**config.mk**
```make
export PLATFORM = sky130hd
export DESIGN_NAME = pal_cfg_loader
export DESIGN_NICKNAME = d
export VERILOG_FILES = /design/src/rtl/pal_cfg_loader.sv
export SDC_FILE = /design/constraint.sdc
export NUM_CORES = 1
export LEC_CHECK = 0
export CORE_UTILIZATION = 58
export DETAILED_ROUTE_END_ITERATION = 10
export PLACE_DENSITY = 0.83
export SLEW_MARGIN = 10
export SYNTH_ARGS = -nofsm -noshare
export SYNTH_HDL_FRONTEND = slang
export SYNTH_SLANG_ARGS = --single-unit
export TNS_END_PERCENT = 1
```
**constraint.sdc**
```tcl
create_clock -name clk -period 2.72 [get_ports clk]
set_clock_uncertainty 0.15 [all_clocks]
set_input_delay 0.544 -clock clk [delete_from_list [all_inputs] [get_ports clk]]
set_output_delay 0.544 -clock clk [all_outputs]
set_load 0.02 [all_outputs]
```
**src/rtl/pal_cfg_loader.sv**
```systemverilog
// ---------------------------------------------------------------------------
// pal_cfg_loader
//
// Configuration sequencer for the PAL fabric. Takes the bitstream as bytes
// over a valid/ready handshake, shifts each byte LSB-first onto the PAL's
// one-bit config chain, checks a trailing XOR checksum byte and, when the
// checksum matches, raises cfg_en to make the loaded configuration live.
//
// Parameters
//   CHAIN_LEN  total config-chain bits (payload bytes = ceil(CHAIN_LEN/8))
//
// Ports
//   clk        in   rising-edge clock, shared with the PAL
//   res_n      in   asynchronous active-low reset
//   start      in   begin a load (honoured only in IDLE, DONE or ERROR)
//   abort      in   abandon any load, highest priority
//   din        in   payload or checksum byte
//   din_valid  in   din is valid
//   din_ready  out  loader accepts din this cycle
//   cfg_bit    out  serial config bit to the PAL CFG input
//   cfg_shift  out  cfg_bit is valid; the PAL shifts its chain this cycle
//   cfg_en     out  configuration live (PAL EN input)
//   busy       out  load in progress (LOAD, SHIFT or CHECK)
//   done       out  last load completed with a good checksum
//   err        out  last load failed its checksum
// ---------------------------------------------------------------------------
module pal_cfg_loader #(
    parameter int CHAIN_LEN = 280
) (
    input  logic       clk,
    input  logic       res_n,
    input  logic       start,
    input  logic       abort,
    input  logic [7:0] din,
    input  logic       din_valid,
    output logic       din_ready,
    output logic       cfg_bit,
    output logic       cfg_shift,
    output logic       cfg_en,
    output logic       busy,
    output logic       done,
    output logic       err
);

    localparam int NBYTES = (CHAIN_LEN + 7) / 8;
    // Bits of the final payload byte that actually enter the chain (1..8).
    localparam int TAIL   = CHAIN_LEN - 8 * (NBYTES - 1);
    localparam int BCW    = $clog2(NBYTES + 1);

    typedef enum logic [2:0] {
        S_IDLE,
        S_LOAD,
        S_SHIFT,
        S_CHECK,
        S_DONE,
        S_ERROR
    } state_t;

    state_t         state;
    state_t         state_nxt;
    logic [BCW-1:0] byte_cnt;
    logic [3:0]     bit_cnt;
    logic [7:0]     csum;
    logic [7:0]     sreg;

    logic hs;
    logic last_byte;
    logic last_bit;

    // Every output is a decode of registered state, so nothing on the din
    // side can ripple combinationally into din_ready.
    assign din_ready = (state == S_LOAD) || (state == S_CHECK);
    assign cfg_shift = (state == S_SHIFT);
    assign cfg_bit   = (state == S_SHIFT) & sreg[0];
    assign cfg_en    = (state == S_DONE);
    assign done      = (state == S_DONE);
    assign err       = (state == S_ERROR);
    assign busy      = (state == S_LOAD) || (state == S_SHIFT) || (state == S_CHECK);

    assign hs        = din_valid & din_ready;
    // byte_cnt still holds the index of the byte being shifted.
    assign last_byte = (byte_cnt == BCW'(NBYTES - 1));
    assign last_bit  = (bit_cnt == 4'd1);

    always_comb begin
        // NOTE: default first so every path assigns state_nxt and no latch is inferred.
        state_nxt = state;
        if (abort) begin
            state_nxt = S_IDLE;
        end else begin
            case (state)
                S_IDLE, S_DONE, S_ERROR: if (start) state_nxt = S_LOAD;
                S_LOAD:                  if (hs) state_nxt = S_SHIFT;
                S_SHIFT:                 if (last_bit) state_nxt = last_byte ? S_CHECK : S_LOAD;
                S_CHECK:                 if (hs) state_nxt = (din == csum) ? S_DONE : S_ERROR;
                default:                 state_nxt = S_IDLE;
            endcase
        end
    end

    always_ff @(posedge clk or negedge res_n) begin
        if (!res_n) begin
            // NOTE: non-blocking assignments so all registers update together at the edge.
            state <= S_IDLE;
        end else begin
            state <= state_nxt;
        end
    end

    always_ff @(posedge clk or negedge res_n) begin
        if (!res_n) begin
            byte_cnt <= '0;
            bit_cnt  <= '0;
            csum     <= '0;
            sreg     <= '0;
        end else if (abort) begin
            // A partially shifted byte is dropped along with all progress.
            byte_cnt <= '0;
            bit_cnt  <= '0;
            csum     <= '0;
            sreg     <= '0;
        end else begin
            case (state)
                S_IDLE, S_DONE, S_ERROR: begin
                    if (start) begin
                        byte_cnt <= '0;
                        bit_cnt  <= '0;
                        csum     <= '0;
                        sreg     <= '0;
                    end
                end
                S_LOAD: begin
                    if (hs) begin
                        sreg <= din;
                        // Unshifted high bits of the final byte still count here.
                        csum    <= csum ^ din;
                        bit_cnt <= last_byte ? 4'(TAIL) : 4'd8;
                    end
                end
                S_SHIFT: begin
                    sreg    <= {1'b0, sreg[7:1]};
                    bit_cnt <= bit_cnt - 4'd1;
                    if (last_bit) byte_cnt <= byte_cnt + BCW'(1);
                end
                default: ;
            endcase
        end
    end

endmodule

```
==> results.cfg <==
[timing]
rsz0062_at_grt = no
setup_tns_ps = 0
min_period_ps = 2560
fmax_ghz = 0.391
slew_violations = 0
hold_viol_final = 0
fin_crit_sh = 0.941
relSlewSlack = 0.604
worstMarginPinSlew_ps = 592
finalSetupViolations = 0

[floorplan]
die_x_um = 55.3
io-pin-count = 20
initial_utilization = 0.636
core_um2 = 2590
die_y_um = 55.3
dieArea_um2 = 3060
num_rows = 18

[cells_and_area]
num-nets-final = 215
finish.instance_area_um2 = 1940
syn_to_final_growth_pct = 17.9
multiInputGateArea_um2 = 833
area.sequential_um2 = 728
antenna_cells = 0
drive_gt1_frac = 0.116
fillCellCount = 184
fin_util = 0.749

[synth]
synth_edf_count = 0
synthArstFlopShare = 1.00
netlist_area_um2 = 1650
ys.flop_type = dfrtp_1
synth.top_cell.area_share = 0.441
yosys.area.top_type = dfrtp_1
yosysMostFrequentCell = dfrtp_1
yosysUniqueCellTypes = 43
netlist_top_cells_count = dfrtp_1, nor2_1, o21ai_0
ys_top_cells_by_area = dfrtp_1, o21ai_0, nor2_1
syn_inst = 175
syn_area_per_cell_um2 = 9.41
ys_warn_count = 0
synth_nets = 192
synth-seq-area-share = 0.441
ys_seq_elements = 29

[run_status]
status = finished clean

[setup_path]
cp-end-kind = output pin
cp_max_fo = 10
slowest_stage = clkdlybuf4s50_1
startpoint_type = register
required_ps = 2030
cp-startpoint = state[2]
crit_chain = nor2b_1, and2_1, clkdlybuf4s50_1
cpPeakStageDelay_ps = 600
critical_path_class = register to output pin
arrival_ps = 1860
reg2reg_from = bit_cnt[1]

[clock_tree]
htreeDepth = 2
cts_made_buffers = 5
cts_hold_buf = 0
cts.sinks = 29
clk_pin_slew_ps = 90
clockBufferDepth = 2
cts-root-buf = clkbuf_4
clk-insertion-delay-late_ps = 330
cts_tree = yes

[power_and_ir_drop]
powerDensity_nw_per_um2 = 531
total_power_mw = 1.03
leakage_nw = 0.844
vdd_drop_max_uv = 440

[drt]
route.detailed.drc = 0
ant_nets = 0
vias_per_cell = 6.03
post_drt_wl_per_cell_um = 15.5
routed_wl_um = 3550
drt_iter0_markers = 53
drtPass1Iterations = 4
vias = 1382

[job]
max-cap-violations = 0

[grt]
grt_overflow_total = 0
grt_use_total = 0.256
grt_pass1_vias = 1384
antenna_found_initial = 0
grt_max_degree = 30
grt_pass1_wl_um = 6160

[placed_design]
io_buffers = 19
gp_congestion = 0.871
postPlaceCellArea_um2 = 1850
hpwl_um = 2490

[hold_path]
hp-class = register to register
hold_start = csum[7]
-- sequential cells by signal, indices dropped and copies added, names as in the netlist --
register  count
csum          8
sreg          8
byte_cnt      6
bit_cnt       4
state         3
-- cell type report --
| cell class | count | area share |
|---|---|---|
| Multi-Input combinational cell | 128 | 0.429 |
| Sequential cell | 29 | 0.375 |
| Timing Repair Buffer | 22 | 0.109 |
| Clock buffer | 7 | 0.0284 |
| Inverter | 12 | 0.0232 |
| Tap cell | 30 | 0.0193 |
| Clock inverter | 1 | 0.0155 |
-- worst max-delay path: cells and delay by family (launching register included) --
| family | cells | cell delay [ps] |
|---|---|---|
| DFF | 1 | 480 |
| buffers and inverters | 1 | 600 |
| and+or+nand+nor | 2 | 450 |
-- per-stage QoR --
stage,worst slack [ps],std cells,hold slack (ps)
after CTS,55.0,229,351
after detailed placement,273,221,334
final,161,229,352
after global routing,46.1,229,372
after global placement,340,221,319
after floorplan,579,175,98.4
-- timing repair --
item	CTS	global route
setup endpoints to repair	1	3
setup buffers	0	0
gates resized for setup	2	2
-- report_power, final --
| part | total [mW] | switching, mW | leakage, nW | internal [mW] |
|---|---|---|---|---|
| Sequential | 0.478 | 0.0223 | 0.393 | 0.456 |
| Combinational | 0.179 | 0.0999 | 0.406 | 0.0789 |
| Clock | 0.374 | 0.155 | 0.0455 | 0.219 |
-- cells by family (layout without fill, tap and decap cells) --
family / Yosys count / in the layout / share of synthesized area
DFF: 29 / 29 / 0.441
muxes: 2 / 2 / 0.0129
and+or+nand+nor: 56 / 56 / 0.168
AOI/OAI and AO/OA: 58 / 58 / 0.251
buffers and inverters: 18 / 42 / 0.0547
xor gates and xnor gates: 8 / 8 / 0.0426
adders and majority gates: 4 / 4 / 0.0304
-- final timing paths --
check	endpoint	slack (ps)	cells after the start
min reg2reg	csum[7]	350	1
max in group asynchronous	state[1]	1700	2
max reg2reg	byte_cnt[5]	680	6
min	csum[7]	350	1
min in group asynchronous	byte_cnt[3]	430	2
max	done	160	3
-- cells in the final DEF, fill, tap and decap left out, types with 2 or more instances in the layout --
cell type	Yosys	routed
nor2b_1	4	4
a211o_1	2	2
and3_1	2	2
dfrtp_2	0	2
nand3_1	5	5
clkbuf_4	0	5
inv_1	12	12
buf_4	1	3
nand2_1	15	15
o21ai_0	16	16
a41oi_1	2	2
o221ai_1	2	2
a22oi_1	5	5
a21oi_1	13	13
xor2_1	2	2
nor3_1	3	3
clkdlybuf4s50_1	0	18
ha_1	4	4
and2_1	3	3
o21ai_1	3	3
dfrtp_1	29	27
xnor2_1	6	6
o21a_1	2	2
nor2_1	18	17
a31oi_1	2	2
-- layer usage --
layer,vias to the layer above,routed length [um],GRT usage
met3,4,184,0.0726
met1,664,1620,0.320
met5,-,0,0
li1,669,-,-
met4,0,39,0.104
met2,45,1700,0.418
(Power assumes the default switching activity.)
